==> config.mk <==
export PLATFORM = sky130hd
export DESIGN_NAME = divisor_restas_ctrl
export DESIGN_NICKNAME = d
export VERILOG_FILES = /design/src/rtl/divisor_restas_ctrl.sv
export SDC_FILE = /design/constraint.sdc
export NUM_CORES = 1
export LEC_CHECK = 0
export ABC_AREA = 1
export CAP_MARGIN = 0
export CORE_UTILIZATION = 35
export CTS_BUF_LIST = sky130_fd_sc_hd__clkbuf_8
export DETAILED_ROUTE_END_ITERATION = 7
export GPL_TIMING_DRIVEN = 0
export PLACE_DENSITY = 0.63
export RECOVER_POWER = 25
export SLEW_MARGIN = 15
export SYNTH_ARGS = -nofsm -noshare
export SYNTH_HDL_FRONTEND = slang
export SYNTH_SLANG_ARGS = --single-unit
==> constraint.sdc <==
create_clock -name clk -period 1.9 [get_ports clk]
set_clock_uncertainty 0.05 [all_clocks]
set_input_delay 0.38 -clock clk [delete_from_list [all_inputs] [get_ports clk]]
set_output_delay 0.38 -clock clk [all_outputs]
set_load 0.05 [all_outputs]
==> src/rtl/divisor_restas_ctrl.sv <==
// Sequential 4-bit unsigned divider by repeated subtraction around one Restador4_Bits.
// Optional macro DIVISION_CERO_EN: a zero divisor skips the subtraction loop and raises div_cero.

module Restador4_Bits (
    input  logic [3:0] X,
    input  logic [3:0] Y,
    output logic [3:0] R,
    output logic       CarriNegSalida
);

    logic [4:0] diferencia;

    // The fifth bit of the widened difference is the borrow out.
    assign diferencia     = {1'b0, X} - {1'b0, Y};
    assign R              = diferencia[3:0];
    assign CarriNegSalida = diferencia[4];

endmodule

module divisor_restas_ctrl #(
    parameter bit PULSO_LISTO = 1'b1
) (
    input  logic       clk,
    input  logic       rst_n,
    input  logic       inicio,
    input  logic [3:0] dividendo,
    input  logic [3:0] divisor,
    output logic       ocupado,
    output logic       listo,
    output logic [3:0] cociente,
    output logic [3:0] residuo,
    output logic       div_cero
);

    typedef enum logic [1:0] {
        REPOSO = 2'd0,
        RESTA  = 2'd1,
        FIN    = 2'd2
    } estado_t;

    estado_t    estado;
    estado_t    estado_sig;
    logic [3:0] reg_a;
    logic [3:0] reg_b;
    logic [3:0] reg_q;
    logic [3:0] resta_r;
    logic       resta_borrow;
    logic       aceptar;
    logic       seguir;
    logic       terminar;
    logic       cero_directo;

    Restador4_Bits u_restador (
        .X              (reg_a),
        .Y              (reg_b),
        .R              (resta_r),
        .CarriNegSalida (resta_borrow)
    );

    always_ff @(posedge clk or negedge rst_n) begin
        if (!rst_n) begin
            estado <= REPOSO;
        end else begin
            estado <= estado_sig;
        end
    end

    always_comb begin
        estado_sig = estado;
        case (estado)
            REPOSO: begin
                if (inicio) begin
                    estado_sig = cero_directo ? FIN : RESTA;
                end
            end
            RESTA: begin
                if (!seguir) begin
                    estado_sig = FIN;
                end
            end
            FIN:     estado_sig = REPOSO;
            default: estado_sig = REPOSO;
        endcase
    end

    always_comb begin
        ocupado  = (estado != REPOSO);
        aceptar  = (estado == REPOSO) && inicio;
        seguir   = (estado == RESTA) && !resta_borrow && (reg_q != 4'hF);
        terminar = (estado == RESTA) && !seguir;
`ifdef DIVISION_CERO_EN
        cero_directo = aceptar && (divisor == 4'd0);
`else
        cero_directo = 1'b0;
`endif
    end

    always_ff @(posedge clk or negedge rst_n) begin
        if (!rst_n) begin
            reg_a <= 4'd0;
            reg_b <= 4'd0;
            reg_q <= 4'd0;
        end else if (aceptar) begin
            reg_a <= dividendo;
            reg_b <= divisor;
            reg_q <= 4'd0;
        end else if (seguir) begin
            reg_a <= resta_r;
            reg_q <= reg_q + 4'd1;
        end
    end

    // Results hold across a new start; they only change on completion.
    always_ff @(posedge clk or negedge rst_n) begin
        if (!rst_n) begin
            cociente <= 4'd0;
            residuo  <= 4'd0;
        end else if (terminar) begin
            cociente <= reg_q;
            residuo  <= reg_a;
        end else if (cero_directo) begin
            cociente <= 4'hF;
            residuo  <= dividendo;
        end
    end

    // Setting listo takes priority so a zero-divisor start can clear and set in one edge.
    always_ff @(posedge clk or negedge rst_n) begin
        if (!rst_n) begin
            listo <= 1'b0;
        end else if (terminar || cero_directo) begin
            listo <= 1'b1;
        end else if (aceptar && !PULSO_LISTO) begin
            listo <= 1'b0;
        end else if ((estado == FIN) && PULSO_LISTO) begin
            listo <= 1'b0;
        end
    end

`ifdef DIVISION_CERO_EN
    always_ff @(posedge clk or negedge rst_n) begin
        if (!rst_n) begin
            div_cero <= 1'b0;
        end else if (aceptar) begin
            div_cero <= (divisor == 4'd0);
        end
    end
`else
    assign div_cero = 1'b0;
`endif

endmodule

==> summary.txt <==
Status
  • Outcome: complete, no violations

STA
  • Final slew viol count: 0
  • Min Tclk post-route: 1850 ps
  • Final Setup Violations: 0
  • Final worst-path cycle share: 97.5%
  • Slew Limit Headroom: 29.3%
  • Fmax: 540 MHz
  • RSZ-0062 raised after global routing: false
  • Final WS setup: 48.4 ps
  • Setup TNS: 0 ps
  • Final hold vios: 0
  • Worst slew pin tran: 1060 ps
  • Hold_ws: 438 ps

Synthesis
  • Post-Synth Simple-Gate Area: 18.9%
  • Post-synthesis sequential area ratio: 48.5%
  • Compound-Gate Fraction of Synth Area: 11.9%
  • Largest family of logic cells by synthesized area: simple AND/OR/NAND/NOR gates
  • Number of synthesized register bits: 23
  • Syn_area_per_cell: 9.64 sq um
  • Mux cell area share after synthesis: 0.949%
  • XOR/XNOR share of the synthesized area: 2.22%
  • Syn Inst Count: 123
  • Synth Area in Adders: 6.96%
  • Net count after synthesis: 140
  • Unique masters post-synth: 22
  • Ys Warns: 0
  • Cell area after synthesis: 1190 sq um

Global route
  • First-pass GRT wire length: 3.77 mm
  • Largest net degree at the start of global routing: 24
  • Global route overflow: 0
  • Gr usage total: 14.4%
  • Number of global-route vias before repair: 822
  • Initial antenna violation count: 0

Layout
  • Area Overhead vs Synth: 24.1%
  • Most frequent cells in the layout: 23 x dfrtp_1, 17 x nand2_1, 15 x inv_1, 13 x nand3_1, 13 x clkdlybuf4s50_1
  • Proportion of layout cells with a drive suffix above 1: 18.4%
  • Ant diodes: 0
  • Util after Layout: 47.0%
  • Fin area: 1470 sq um
  • Nets: 165
  • Most common cell after layout, fill and taps aside: dfrtp_1

Routing
  • Final wirelength: 2.18 mm
  • Vias per cell: 4.53
  • Via count: 865
  • Detailed Route Iter0 Violations: 25
  • DR DRC count: 0
  • Pre-antenna DRT Iters: 4
  • Routed Antenna Nets: 0
  • Detailed-route wire length per cell: 11.4 um

Placed design
  • GPL Wtd Cong: 0.762
  • HPWL after DPL: 1.61 mm
  • Port Buffers: 20
  • DP Area: 1440 sq um
  • Pre-CTS WS: 23.2 ps

Worst setup path
  • Crit path from: residuo[2]$_DFFE_PN0P_
  • WP data arrival: 1420 ps
  • Buf/Inv on CP: 1
  • Worst path max stage delay: 800 ps
  • Critical path cell sequence: clkdlybuf4s50_1
  • FF-to-FF Start: reg_a[0]$_DFFE_PN0P_
  • Worst endpoint required time: 1470 ps
  • Startpoint types: flop
  • Delay-heaviest family, CP: buffers and inverters
  • CP max FO: 2
  • CP Class: flop to output port
  • Crit-path slowest cell: clkdlybuf4s50_1
  • CP Capture Type: output port

Flow run
  • Max Cap Viol: 0

Clocking
  • CTS buffer count: 3
  • CTS tree: done
  • Clock Path Buffers: 2
  • Later-pin clock latency in the skew report: 270 ps
  • Sink Count: 23
  • Number of H-tree levels: 1
  • Cts hold-fix bufs: 0
  • Clock transition at the registers of the reported paths: 90 ps
  • CTS root buf: clkbuf_8

Floorplan
  • I/O pin count: 22
  • Area of the core: 3130 sq um
  • Die W: 60.2 um
  • Die Area: 3630 sq um
  • Initial Util: 37.9%
  • FP Rows: 20
  • Chip height: 60.2 um

Power
  • P_leak: 0.698 nW
  • PwrDens: 1970 nW/um^2
  • Peak VDD IR: 0.715 mV

Min path
  • Worst hold start: cociente[2]$_DFFE_PN0P_
  • HP Class: flop to flop
[cells by family after synthesis]
group / Yosys count
AO/OA/AOI/OAI: 23
XOR/XNOR: 3
adder cells (fa/ha/maj): 6
buffers and inverters: 22
flip-flops: 23
multiplexers: 1
other: 1
AND/OR/NAND/NOR: 44
[path summary, 6_finish.rpt]
| check | end | depth (start not counted) | slack [ps] |
|---|---|---|---|
| min in group asynchronous | cociente[3]$_DFFE_PN0P_ | 1 | 690 |
| setup / recovery | residuo[2] | 1 | 50 |
| hold / removal | cociente[2]$_DFFE_PN0P_ | 2 | 440 |
| hold reg to reg | cociente[2]$_DFFE_PN0P_ | 2 | 440 |
| max in group asynchronous | reg_a[1]$_DFFE_PN0P_ | 1 | 470 |
| setup reg to reg | reg_a[2]$_DFFE_PN0P_ | 11 | 130 |
[layer usage]
metal  GRT usage (%)  wire length (um)
met5               0                 0
met4            5.98                33
met3            2.81                69
met2            22.0              1030
met1            19.9              1050
[where the power goes]
part / leakage, nW / total [mW] / switching (mW) / internal, mW
logic: 0.388 / 1.74 / 1.12 / 0.616
registers: 0.288 / 0.844 / 0.128 / 0.717
clock network: 0.0217 / 0.317 / 0.168 / 0.149
total: 0.698 / 2.90 / 1.41 / 1.48
[state kept, by name (all words and copies together) (netlist names)]
register  flops
residuo       4
estado        2
reg_q         4
listo         1
reg_b         4
cociente      4
reg_a         4
[synth_stat cells (all sizes together)]
library cell,n,area (sq um)
inv,17,63.8
nand2,23,114
o21ai,15,101
buf,5,57.6
or2,1,6.26
dfrtp,23,576
nor2,7,33.8
nand3,13,70.1
conb,1,3.75
fa,1,20.0
mux2,1,11.3
xor2,3,26.3
ha,5,62.6
a21oi,8,40.0
[through the flow]
stage / instances / power, mW
after detailed placement: 187 / 2.63
final: 191 / 2.90
after CTS: 191 / 2.95
after floorplan: 123 / 2.18
after global placement: 187 / 2.58
after global routing: 191 / 3.15
[timing repair]
action                                  in CTS  in global routing
endpoints found under the setup margin       2                 22
buffers inserted                             0                  0
resized for setup                            2                 10
[cell type report]
| type | count | area [sq um] |
|---|---|---|
| multi-input combinational | 78 | 509 |
| fill | 324 | 1660 |
| clock inverter | 1 | 7.51 |
| inverter | 17 | 63.8 |
| clock buffer | 3 | 41.3 |
| tap | 44 | 55.1 |
| sequential | 23 | 576 |
| buffer | 5 | 51.3 |
| timing repair buffer | 20 | 168 |
No activity file was read; power rests on OpenSTA's default activity.
==> patch, RTL diff (config.mk and constraints unchanged) <==
Change the parameter `PULSO_LISTO` from 1'b1 to 1'b0.
--- a/src/rtl/divisor_restas_ctrl.sv
+++ b/src/rtl/divisor_restas_ctrl.sv
@@ -20,3 +20,3 @@
 module divisor_restas_ctrl #(
-    parameter bit PULSO_LISTO = 1'b1
+    parameter bit PULSO_LISTO = 1'b0
 ) (
Behaviour: not the same (a bounded check fails within 4 cycles, from zero or initial values and one cycle with rst_n low).
==> patch against the original RTL <==
  * Setup slack lost 0.0010 ns
  * Sequential power shrank 2.5%
  * Cell area grew 3.6%
  * Wire length grew 6.9%
  * Area after synthesis shrank 2.4%
  * Sequential cell count is the same
  * Power shrank 3.7%
  * Via count grew 3.9%
==> patch: results (changes against the original RTL) <==
| Metric | Value |
|---|---|
| Internal power consumption | `1.50 mW (+1.5%)` |
| Length of the first detailed-routing pass in iterations | `4 (unchanged)` |
| Async set-reset flop share out of synthesis | `1.00 (unchanged)` |
| Worst path top cell family by delay | `buffers and inverters` |
| Power consumption | `2.79 mW (-3.7%)` |
| Filler Cells Inserted | `313 (-3.4%)` |
| CTS Buffer Depth | `2 (unchanged)` |
| Layout cells sized above 1 | `0.195 (+0.0111)` |
| Worst-case reg-to-reg path depth | `9 (-2)` |
| Status | `finished, final reports clean` |
| Reg-to-reg setup timing slack | `0.09 ns (-0.04 ns)` |
| Number of violations reported at the end of detailed-routing iteration 0 | `18 (-28%)` |
| Number of antenna violations at the first check in global routing | `0 (unchanged)` |
| Vias post-DR | `899 (+3.9%)` |
| Number of unique standard cell types used by synthesis | `26 (+18%)` |
| Leakage Power | `0.769 nW (+10%)` |
| Count of input and output buffers | `20 (unchanged)` |
| Sequential logic power | `0.823 mW (-2.5%)` |
| Clock edge transition at the registers on the reported setup and hold paths | `0.08 ns` |
| Antenna diode count | `0 (unchanged)` |
| First-pass GRT wire length | `3780 um (+0.19%)` |
| Clock root buffer | `sky130_fd_sc_hd__clkbuf_8` |
| Arrival time of the worst setup path | `1.42 ns (about the same)` |
| Clock H-tree levels | `1 (unchanged)` |
| Worst Hold Class | `primary input to asynchronous set/reset pin` |
| Detailed placer's ending HPWL | `1600 um (-0.90%)` |
| Clk. pwr | `0.304 mW (-4%)` |
| Share of synthesized area occupied by flip-flops and latches | `0.497 (+0.0121)` |
| Number of clock buffers inserted by TritonCTS | `3 (unchanged)` |
| Warnings, synthesis | `0 (unchanged)` |
| Layout Nets | `172 (+4.2%)` |
| GRT Total Usage | `0.149 (+0.00495)` |
| Worst flop-to-flop path endpoint | `cociente[1]` |
| Placer congestion estimate | `0.783 (+2.8%)` |
| Cell with the largest stage delay on the worst path | `sky130_fd_sc_hd__clkdlybuf4s50_1` |
| Pre-CTS WS | `-0.0473 ns (-0.0705 ns)` |
| Via count of the first global-routing pass | `827 (+0.61%)` |
| Total Wirelength | `2330 um (+6.9%)` |
| Leading post-synthesis cells by cell area | `sky130_fd_sc_hd__dfrtp_1 (50%), sky130_fd_sc_hd__nand2_1 (10%), sky130_fd_sc_hd__nand3_1 (6.5%)` |
| Clock insertion delay at the later pin of the skew report | `0.27 ns (about the same)` |
| Worst IR drop on VDD | `0.578 mV (-19%)` |
| Syn Nets | `142 (+1.4%)` |
| Worst path max stage delay | `0.80 ns (about the same)` |
| Commonest cells in the netlist | `sky130_fd_sc_hd__nand2_1 (31), sky130_fd_sc_hd__dfrtp_1 (23), sky130_fd_sc_hd__nand3_1 (15), sky130_fd_sc_hd__inv_1 (10), sky130_fd_sc_hd__a21oi_1 (8)` |
| Pin count of the biggest net entering global routing | `24 (unchanged)` |
| Tightest Pin Transition | `1.25 ns (+0.196 ns)` |
| R2R Path Start | `reg_b[0]` |
| Largest driver fanout on the critical path | `2 (unchanged)` |
| Most instantiated flip-flop cell in the synthesis netlist | `sky130_fd_sc_hd__dfrtp_1` |
patch: cell count changes in the layout (fill, tap and decap cells not counted), moves of 2 or more:
cell,unedited run,this run
sky130_fd_sc_hd__nand2_8,2,0
sky130_fd_sc_hd__o21ai_0,8,1
sky130_fd_sc_hd__o21ai_2,7,3
sky130_fd_sc_hd__clkdlybuf4s50_1,13,17
sky130_fd_sc_hd__nand2_1,17,31
sky130_fd_sc_hd__o21ai_1,0,2
sky130_fd_sc_hd__inv_1,15,9
sky130_fd_sc_hd__clkbuf_1,6,1
sky130_fd_sc_hd__buf_4,1,5
sky130_fd_sc_hd__nand3_1,13,15
patch: metrics by stage:
stage	cell area, um^2	hold WS, ns	instances
detailed placement	1410	0.414	189
global placement	1410	0.411	189
global route	1520	0.433	198
CTS	1480	0.437	195
floorplan	1160	0.0344	125
finish	1520	0.311	198
patch: cell families (layout without fill, tap and decap cells):
kind of cell	count (synthesis)	after routing	synth area share
AOI/OAI and AO/OA	14	14	0.0703
xor gates and xnor gates	3	3	0.0227
adders and majority gates	6	6	0.0714
buffers and inverters	16	45	0.0724
DFF	23	23	0.497
muxes	1	1	0.00973
other	1	1	0.00324
and+or+nand+nor	61	61	0.253
patch: layout make-up:
cell class | count | area (um^2) | share of cell area
plain buffers | 4 | 38.8 | 0.0255
clock buffers | 3 | 41.3 | 0.0271
clock inverters | 1 | 5.00 | 0.00328
inverters | 12 | 45.0 | 0.0296
multi-input cells | 86 | 513 | 0.337
flip-flops and latches | 23 | 576 | 0.378
well taps | 44 | 55.1 | 0.0361
repair buffers | 25 | 250 | 0.164
patch: worst max path at each step:
| stage | startpoint | end | slack, ns | cells past startpoint |
|---|---|---|---|---|
| after floorplan | reg_a[0] | cociente[1] | 0.12 | 10 |
| after global placement | reg_a[0] | cociente[1] | -0.01 | 10 |
| after detailed placement | reg_a[0] | reg_a[1] | -0.05 | 9 |
| after CTS | cociente[0] | cociente[0] | 0.009 | 1 |
| after global routing | reg_b[0] | cociente[1] | 0.004 | 9 |
| final | residuo[2] | residuo[2] | 0.05 | 1 |
patch: per-layer routing:
| layer | part of all wire | global-route usage | up-vias | wire length (um) |
|---|---|---|---|---|
| li1 | - | - | 457 | - |
| met1 | 0.46 | 0.201 | 420 | 1060 |
| met4 | 0.018 | 0.0897 | 0 | 42 |
| met3 | 0.024 | 0.0153 | 4 | 55 |
| met2 | 0.50 | 0.231 | 18 | 1170 |
| met5 | 0 | 0 | - | 0 |
patch: timing repair:
item                                    in CTS  in global routing
gates resized for setup                      2                  4
pin swaps                                    0                  3
cloned                                       0                  1
buffers inserted                             2                  2
endpoints found under the setup margin      17                 18
